<file path="src/rtl/mux4_rr_arbiter.sv">
// mux4_rr_arbiter: round-robin 4:1 arbiter with lock cap feeding a valid/ready output register
module mux4_rr_arbiter #(
  parameter int WIDTH    = 4,
  parameter int MAX_LOCK = 4
) (
  input  logic             clk,
  input  logic             rst_n,
  input  logic [3:0]       req,
  input  logic [WIDTH-1:0] d0,
  input  logic [WIDTH-1:0] d1,
  input  logic [WIDTH-1:0] d2,
  input  logic [WIDTH-1:0] d3,
  input  logic             lock,
  output logic [3:0]       gnt,
  output logic             out_valid,
  input  logic             out_ready,
  output logic [WIDTH-1:0] out_data,
  output logic [1:0]       out_sel
);
  localparam int CW = $clog2(MAX_LOCK + 1);
  localparam logic [CW-1:0] CAP = CW'(MAX_LOCK - 1);
  typedef enum logic {EMPTY, FULL} state_t;
  state_t state_q, state_d;
  logic [1:0] last_q, last_d, sel_q, sel_d, rr, win;
  logic [WIDTH-1:0] data_q, data_d, dsel;
  logic [CW-1:0] cnt_q, cnt_d;
  logic can_load, hold, load;
  always_comb begin
    rr = last_q;
    for (int k = 4; k >= 1; k--)
      if (req[last_q + 2'(k)]) rr = last_q + 2'(k);
    hold = lock && req[last_q] && cnt_q < CAP;
    win = hold ? last_q : rr;
    can_load = state_q == EMPTY || out_ready;
    load = rst_n && can_load && |req;
    gnt = load ? 4'b0001 << win : 4'b0000;
    dsel = win == 2'd0 ? d0 : win == 2'd1 ? d1 : win == 2'd2 ? d2 : d3;
    state_d = load ? FULL : out_ready ? EMPTY : state_q;
    data_d = load ? dsel : data_q;
    sel_d = load ? win : sel_q;
    last_d = load ? win : last_q;
    cnt_d = !load ? cnt_q : (lock && win == last_q) ? (cnt_q == CAP ? cnt_q : cnt_q + 1'b1) : '0;
  end
  always_ff @(posedge clk or negedge rst_n) begin
    if (!rst_n) begin
      state_q <= EMPTY;
      data_q <= '0;
      sel_q <= '0;
      last_q <= 2'd3;
      cnt_q <= '0;
    end else begin
      state_q <= state_d;
      data_q <= data_d;
      sel_q <= sel_d;
      last_q <= last_d;
      cnt_q <= cnt_d;
    end
  end
  assign out_valid = state_q == FULL;
  assign out_data = data_q;
  assign out_sel = sel_q;
endmodule
</file>
<file path="config.mk">
export PLATFORM = sky130hd
export DESIGN_NAME = mux4_rr_arbiter
export DESIGN_NICKNAME = d
export VERILOG_FILES = /design/src/rtl/mux4_rr_arbiter.sv
export SDC_FILE = /design/constraint.sdc
export NUM_CORES = 1
export LEC_CHECK = 0
export CAP_MARGIN = 10
export CELL_PAD_IN_SITES_DETAIL_PLACEMENT = 1
export CELL_PAD_IN_SITES_GLOBAL_PLACEMENT = 2
export CORE_MARGIN = 2
export CORE_UTILIZATION = 25
export DETAILED_ROUTE_END_ITERATION = 6
export MAX_ROUTING_LAYER = met4
export PLACE_DENSITY = 0.77
export SYNTH_ARGS = -nofsm -noshare
export SYNTH_HDL_FRONTEND = slang
export SYNTH_SLANG_ARGS = --single-unit
</file>
<file path="constraint.sdc">
create_clock -name clk -period 3.1 [get_ports clk]
set_input_delay 0.62 -clock clk [delete_from_list [all_inputs] [get_ports clk]]
set_output_delay 0.62 -clock clk [all_outputs]
set_load 0.02 [all_outputs]
</file>
Word-level counts from Yosys, hierarchy flattened
Cells that the tools add are included.
Operators by class
  $add $sub $neg: 4
  order comparisons: 5
  equal/unequal tests: 5
  shift-type cells: 1
  muxes and demuxes: 20
  bitwise logic cells: 1
  reductions and logical operators: 10
Operator list (count)
  two-way mux 4 bit: 4
  less-than comparator 2 x 3 -> 1 bit (second input constant): 4
  binary-select mux 1 bit (select 2 bit): 4
  two-way mux 2 bit: 4
  two-way mux 1 bit: 6
  two-way mux 3 bit: 2
  logical AND 1 bit: 5
  adder 2 bit (second input constant): 2
  OR reduction 4 bit: 1
  << shifter 1 x 2 -> 4 bit (first input constant): 1
  adder 3 x 1 -> 3 bit (second input constant): 1
  == test 3 x 2 -> 1 bit (second input constant): 1
  less-than comparator 3 x 2 -> 1 bit (second input constant): 1
  adder 2 x 1 -> 2 bit (second input constant): 1
  == test 2 x 1 -> 1 bit (second input constant): 1
  == test 2 bit: 1
  == test 2 bit (second input constant): 1
  zero test 2 bit: 1
  != test 2 bit (second input constant): 1
  AND reduction 2 bit: 1
  nonzero test 2 bit: 1
  logical OR 1 bit: 1
  NOT 1 bit: 1
Storage, ports and cells
  bits in registers: 12
  output and inout port bits: 11

Logic depth before layout (Yosys ltp)
Gate-level depths: netlist (run 1).
  depth in word-level cells: 11
  depth in mapped cells: 7
  depth with buffers taken out: 6

Worst setup path before layout (run 1)
No wires, ideal clock.
  path type: input port to output port
  start point: in req[1]
  end point: out gnt[0]
  arrival time: 2586 ps
  required time: 2480 ps
  path slack: -106 ps
  cell stages on the path: 6
  cells stage by stage: clkbuf_1 > mux4_2 > and3_4 > nor4_4 > xnor2_2 > nor3b_1
Between the ends
  cells in the longest elaborated chain, start to end: 8
  elaborated cells between the ends (all ways): 18
  classes of those cells: shift: 1; mux: 13; reduce/logical: 4
Ends and longest elaborated chain
  from (decl): line 8  | input logic [3:0] req,
  binary-select mux 1 bit (select 2 bit): line 31  | if (req[last_q + 2'(k)]) rr = last_q + 2'(k);
  two-way mux 1 bit (not written as such): line 31
  two-way mux 2 bit (3 in a row): line 31
  two-way mux 2 bit: line 33  | win = hold ? last_q : rr;
  << shifter 1 x 2 -> 4 bit: line 36  | gnt = load ? 4'b0001 << win : 4'b0000;
  two-way mux 4 bit *: line 36
  to (decl): line 14  | output logic [3:0] gnt,
Every way passes the cells marked *; elsewhere a longest branch is shown, timed or not. The select of a mux whose other input is x is not followed.

Worst setup path after layout (run 1)
  start point: in req[3]
  end point: out gnt[0]
The elaborated chain is that of the path after synthesis.

==> results of run 1 <==
-- metrics by stage --
stage	worst slack [ns]	hold slack (ns)	power, mW	TNS (ns)
floorplan	0.0549	0.324	0.741	0
global placement	-0.654	0.464	1.07	-3.44
finish	0.0852	0.488	1.21	0
CTS	0.0514	0.492	1.20	0
detailed placement	-0.682	0.468	1.08	-3.79
global route	0.0142	0.534	1.30	0
-- synthesized netlist by cell type, types with 2 or more instances --
library cell and count:
nand2_1 11, dfstp_2 2, a211oi_1 2, mux4_2 5
nand2b_1 6, and3_1 2, buf_1 2, nor2b_1 2
mux2_2 6, o21ai_0 2, inv_1 3, nand3_1 2
a31o_2 2, o2bb2ai_1 2, a21oi_1 2, nor2_1 3
clkbuf_1 2, dfrtp_1 10, ha_1 2
-- worst max-delay path: cells and delay by family --
family | cells | cell delay (ns)
xor+xnor | 1 | 0.22
simple gates | 3 | 0.64
mux | 1 | 0.49
buf+inv | 2 | 0.42
-- metal layers --
metal	vias up	routed length (um)	part of all wire, %	global-route usage, %
li1	429	-	-	-
met1	441	1290	48	20.0
met2	10	1340	50	23.3
met3	2	49	1.8	2.86
met4	0	10	0.37	2.45
met5	-	0	0	-
-- final cells by class --
type,count,area [um^2]
sequential,12,303
inverter,3,11.3
tap,46,57.6
timing repair buffer,58,498
multi-input combinational,65,571
clock buffer,4,36.3
fill,403,1910
-- registers in the layout, summed over array words and instances (netlist names) --
name	cells
out_data	4
cnt_q	3
last_q	2
out_sel	2
out_valid	1
-- logic make-up (layout without fill, tap and decap cells) --
logic type	after synthesis	count (layout)	synth area share [%]
AOI/OAI and AO/OA	17	17	14.7
xor gates and xnor gates	2	2	2.81
adders and majority gates	2	2	2.81
buffers and inverters	8	65	3.79
DFF	12	12	34.0
muxes	11	11	20.2
and+or+nand+nor	33	33	21.6
-- worst max-delay path by stage --
stage | endpoint | slack (ns) | cells after the start
after global routing | gnt[0] | 0.01 | 8
after detailed placement | gnt[0] | -0.68 | 7
final | gnt[0] | 0.09 | 7
after CTS | gnt[0] | 0.05 | 7
after global placement | gnt[0] | -0.65 | 7
after floorplan | gnt[0] | 0.05 | 6
-- power by group through the flow --
| stage | Clock (mW) | Combinational [mW] | Sequential [mW] |
|---|---|---|---|
| after floorplan | 0 | 0.435 | 0.306 |
| after detailed placement | 0 | 0.820 | 0.264 |
| after CTS | 0.123 | 0.820 | 0.261 |
| after global routing | 0.130 | 0.896 | 0.271 |
| after global placement | 0 | 0.806 | 0.263 |
| final | 0.118 | 0.836 | 0.260 |
-- what timing repair did --
item                       4_1_cts  5_1_grt
resized for setup               22        1
pin swaps                        3        1
gates cloned                     0        0
buffers inserted                 1        1
setup endpoints to repair        8        2
==> results.json, run 1 <==
{
  "core_um2": 3390,
  "cap_viol_max_count": 0,
  "rsz0062_at_grt": "no",
  "cts_tree": "done",
  "cpMaxStageDelayCell": "mux4_2",
  "leakage_nw": 0.642,
  "syn_to_final_growth_pct": 65.7,
  "cpPeakStageDelay_ns": 0.49,
  "pin_count": 35,
  "max_slew_margin_pct": 75.7,
  "grt_pass1_wl_um": 4570,
  "dpl.cell_count": 182,
  "dpl.hpwl_um": 2280,
  "cts.htree.levels": 1,
  "final_max_slew_viol_count": 0,
  "synth.net_count": 111,
  "wl_um": 2690,
  "root_buffer": "clkbuf_4",
  "synth_top_area_share_pct": 28.1,
  "clk_pin_slew_ns": 0.07,
  "ir_drop_mv": 0.428,
  "rrSetupSlack_ns": 0.26,
  "r2r_end": "out_data[3]$_DFFE_PN0P_",
  "die-area_um2": 4060,
  "end_kind": "primary output",
  "avgSynthCellArea_um2": 10.5,
  "hold_path.class": "flip-flop to flip-flop",
  "drtIter0Drc": 27,
  "final.min_clock_period_ns": 3.01,
  "first_global_vias": 925,
  "cts_max_path_buffers": 2,
  "place_congestion": 0.794,
  "gr-total-overflow": 0,
  "start_util_pct": 26.3,
  "clock_skew_ns": 0.00315,
  "layout.cells.most_common": "clkdlybuf4s50_1",
  "grt_usage_pct": 14.8,
  "status": "finished, final reports clean",
  "antenna_found_initial": 0,
  "synth-async-reset-ratio_pct": 100,
  "fin_crit_sh_pct": 97.3,
  "nNetsFinal": 169,
  "ys.flop_type": "dfrtp_1",
  "critPathMaxFanout": 7,
  "fin_cells": 188,
  "hp-start": "out_sel[1]$_DFFE_PN0P_",
  "cts_sinks": 12,
  "finalSetupViolCount": 0,
  "fin_area_um2": 1480,
  "synth_edf_count": 0,
  "switching_share_pct": 37.2,
  "drive_gt1_share_pct": 39.4,
  "vias_per_cell": 4.69,
  "netlist_area_um2": 891,
  "clkPwrFrac_pct": 9.7,
  "p_int_uw": 762,
  "dieWidth_um": 63.7,
  "yosys_warnings": 0,
  "pwr-share-comb_pct": 68.8,
  "powerDensity_nw_per_um2": 822,
  "grt_max_degree": 13,
  "vias": 882,
  "path_cells": "dlygate4sd2_1 -> mux4_2 -> and3_4 -> nor4_4 -> xnor2_2 -> nor3b_2 -> buf_4",
  "dr.pass1.iters": 3,
  "drc": 0,
  "ys_types": 36,
  "synth-seq-cells": 12,
  "clkLatencyLatePin_ns": 0.26,
  "numPortBuffers": 34,
  "yosysSeqAreaShare_pct": 34.0,
  "min_to": "out_sel[1]$_DFFE_PN0P_",
  "synthCells": 85,
  "numCtsBuffers": 3,
  "layout_common_cells": "26 x clkdlybuf4s50_1, 25 x buf_4, 11 x nand2_1",
  "wire_per_inst_um": 14.3,
  "hold_depth": 2,
  "critPathLaunch": "req[3]",
  "power_frac_seq_pct": 21.5,
  "placed_area_um2": 1440,
  "ant_nets": 0,
  "path_class": "input port to primary output",
  "die_h_um": 63.7,
  "cp-start-kind": "input port",
  "cp.required_ns": 2.48,
  "p_sw_uw": 452,
  "r2r.worst_path.cells": 8,
  "fmax_mhz": 332,
  "ys_top_cells_by_area": "dfrtp_1 28%, mux4_2 13%, mux2_2 7.6%",
  "r2r_start": "last_q[0]$_DFFE_PN1P_",
  "rows": 21,
  "worstPathArrival_ns": 2.39,
  "hold_buffers": 0,
  "hold_viol_final": 0,
  "antennaDiodeCount": 0,
  "final_util_pct": 43.6,
  "worst_slew_pin_slew_ns": 0.363,
  "synth_largest_area_cell": "dfrtp_1"
}
(Power assumes the default switching activity.)
==> run 2, diff against run 1 <==
==> config.mk (replaced) <==
export PLATFORM = sky130hd
export DESIGN_NAME = mux4_rr_arbiter
export DESIGN_NICKNAME = d
export VERILOG_FILES = /design/src/rtl/mux4_rr_arbiter.sv
export SDC_FILE = /design/constraint.sdc
export NUM_CORES = 1
export LEC_CHECK = 0
export CAP_MARGIN = 10
export CELL_PAD_IN_SITES_DETAIL_PLACEMENT = 0
export CELL_PAD_IN_SITES_GLOBAL_PLACEMENT = 1
export CORE_MARGIN = 2
export CORE_UTILIZATION = 32
export DETAILED_ROUTE_END_ITERATION = 6
export MAX_ROUTING_LAYER = met4
export PLACE_DENSITY = 0.79
export SYNTH_ARGS = -nofsm -noshare
export SYNTH_HDL_FRONTEND = slang
export SYNTH_SLANG_ARGS = --single-unit
==> run 2 against run 1 <==
Against the previous run:
- sequential share of layout area is 0.19 points lower
- sequential cell count unchanged
- cell count fell by 5.3%
- first-iteration DRC count shrank 22%
- power up 5.2%
- design area up 0.93%
- clock skew shrank 0.0024 ns
- highest routed layer unchanged
==> results.json, run 2 (synthesized netlist as in run 1, its figures left out) <==
{
  "status": "finished, final reports clean",
  "fmax_mhz": 334,
  "gr-total-overflow": 0,
  "dieWidth_um": 56.8,
  "final_max_slew_viol_count": 0,
  "root_buffer": "clkbuf_4",
  "cap_viol_max_count": 0,
  "rows": 19,
  "setup_tns_ns": 0,
  "cts.htree.levels": 1,
  "power_mw": 1.28,
  "die-area_um2": 3220,
  "final_util_pct": 55.0,
  "cp-start-kind": "input port",
  "drc": 0,
  "end_kind": "primary output",
  "antennaDiodeCount": 0,
  "grt_pass1_wl_um": 4090,
  "finalSetupViolCount": 0,
  "fin_crit_sh_pct": 96.5,
  "core_um2": 2710,
  "antenna_found_initial": 0,
  "vias_per_cell": 5.03,
  "path_class": "input port to primary output",
  "dr.pass1.iters": 4,
  "place_congestion": 0.788,
  "pin_count": 35,
  "grt_max_degree": 13,
  "wire_per_inst_um": 13.8,
  "die_h_um": 56.8,
  "whs_ns": 0.496,
  "ant_nets": 0,
  "final.min_clock_period_ns": 2.99,
  "hold_path.class": "flip-flop to flip-flop",
  "cts_max_path_buffers": 2,
  "cts_sinks": 12,
  "layout.cells.most_common": "buf_4",
  "max_slew_margin_pct": 77.8,
  "largest_register_ffs": 4,
  "cp.required_ns": 2.48,
  "dpl.hpwl_um": 1920,
  "numCtsBuffers": 3,
  "cts_tree": "done",
  "clk_pin_slew_ns": 0.07,
  "hold_viol_final": 0,
  "clkLatencyLatePin_ns": 0.28,
  "first_global_vias": 923,
  "wl_um": 2460,
  "layout_common_cells": "30 x buf_4, 26 x clkdlybuf4s50_1, 11 x nand2_1",
  "ir_drop_mv": 0.522,
  "hold_buffers": 0,
  "powerDensity_nw_per_um2": 857,
  "drive_gt1_share_pct": 40.1,
  "syn_to_final_growth_pct": 67.3,
  "start_util_pct": 32.9,
  "grt_usage_pct": 17.1,
  "leakage_nw": 0.658,
  "vias": 896,
  "worst_slew_pin_slew_ns": 0.332,
  "nNetsFinal": 174,
  "drtIter0Drc": 21,
  "numPortBuffers": 34,
  "critPathMaxFanout": 7,
  "clock_skew_ns": 0.000794,
  "worstPathArrival_ns": 2.37
}
-- run 2: where the power goes --
part	total [mW]	switching (mW)	internal [mW]
combinational	0.909	0.374	0.536
sequential	0.263	0.0370	0.226
clock	0.104	0.0545	0.0500
-- run 2: repair_timing --
action / in CTS / in global routing
endpoints found under the hold margin: 0 / 0
setup buffers: 3 / 3
gates resized for setup: 21 / 1
endpoints found under the setup margin: 8 / 3
pin swaps: 3 / 1
-- run 2: worst paths after layout --
path | endpoint | slack (ns) | cells after the start | startpoint
max | gnt[0] | 0.11 | 7 | req[3]
min | out_sel[1]$_DFFE_PN0P_ | 0.50 | 2 | out_sel[1]$_DFFE_PN0P_
max reg2reg | out_data[1]$_DFFE_PN0P_ | 0.21 | 9 | last_q[0]$_DFFE_PN1P_
min reg2reg | out_sel[1]$_DFFE_PN0P_ | 0.50 | 2 | out_sel[1]$_DFFE_PN0P_
max in group asynchronous | last_q[0]$_DFFE_PN1P_ | 2.16 | 2 | rst_n
min in group asynchronous | cnt_q[0]$_DFFE_PN0P_ | 0.71 | 2 | rst_n
-- run 2: layer usage --
metal  track usage [%]  part of all wire (%)
met1              21.8                    45
met2              26.1                    50
met3              5.30                   3.7
met4              4.98                  0.94
met5                 -                     0
-- run 2: area by class of cell --
class	count	area [um^2]
timing repair buffer	63	543
sequential	12	303
tap	31	38.8
multi-input combinational	65	568
clock buffer	4	26.3
inverter	3	11.3
fill	261	1220
-- run 2: metrics by stage --
step / area [um^2] / cells / worst slack (ns)
4_1_cts: 1470 / 175 / 0.0639
3_3_place_gp: 1430 / 168 / -0.699
3_5_place_dp: 1430 / 168 / -0.753
2_1_floorplan: 901 / 85 / 0.0549
5_1_grt: 1490 / 178 / -0.0146
6_report: 1490 / 178 / 0.108
-- run 2: critical path: stages --
cell	delay, ns
clkdlybuf4s15_1	0.23
mux4_2	0.50
and3_4	0.21
nor4_4	0.20
xnor2_2	0.22
nor3b_2	0.23
buf_4	0.16
==> run 3, diff against run 2 <==
--- a/config.mk
+++ b/config.mk
@@ -16,3 +16,4 @@
 export SYNTH_ARGS = -nofsm -noshare
 export SYNTH_HDL_FRONTEND = slang
 export SYNTH_SLANG_ARGS = --single-unit
+export TNS_END_PERCENT = 100
==> results of run 3 <==
The final DEF is identical to that of run 2; final timing and power are the same.
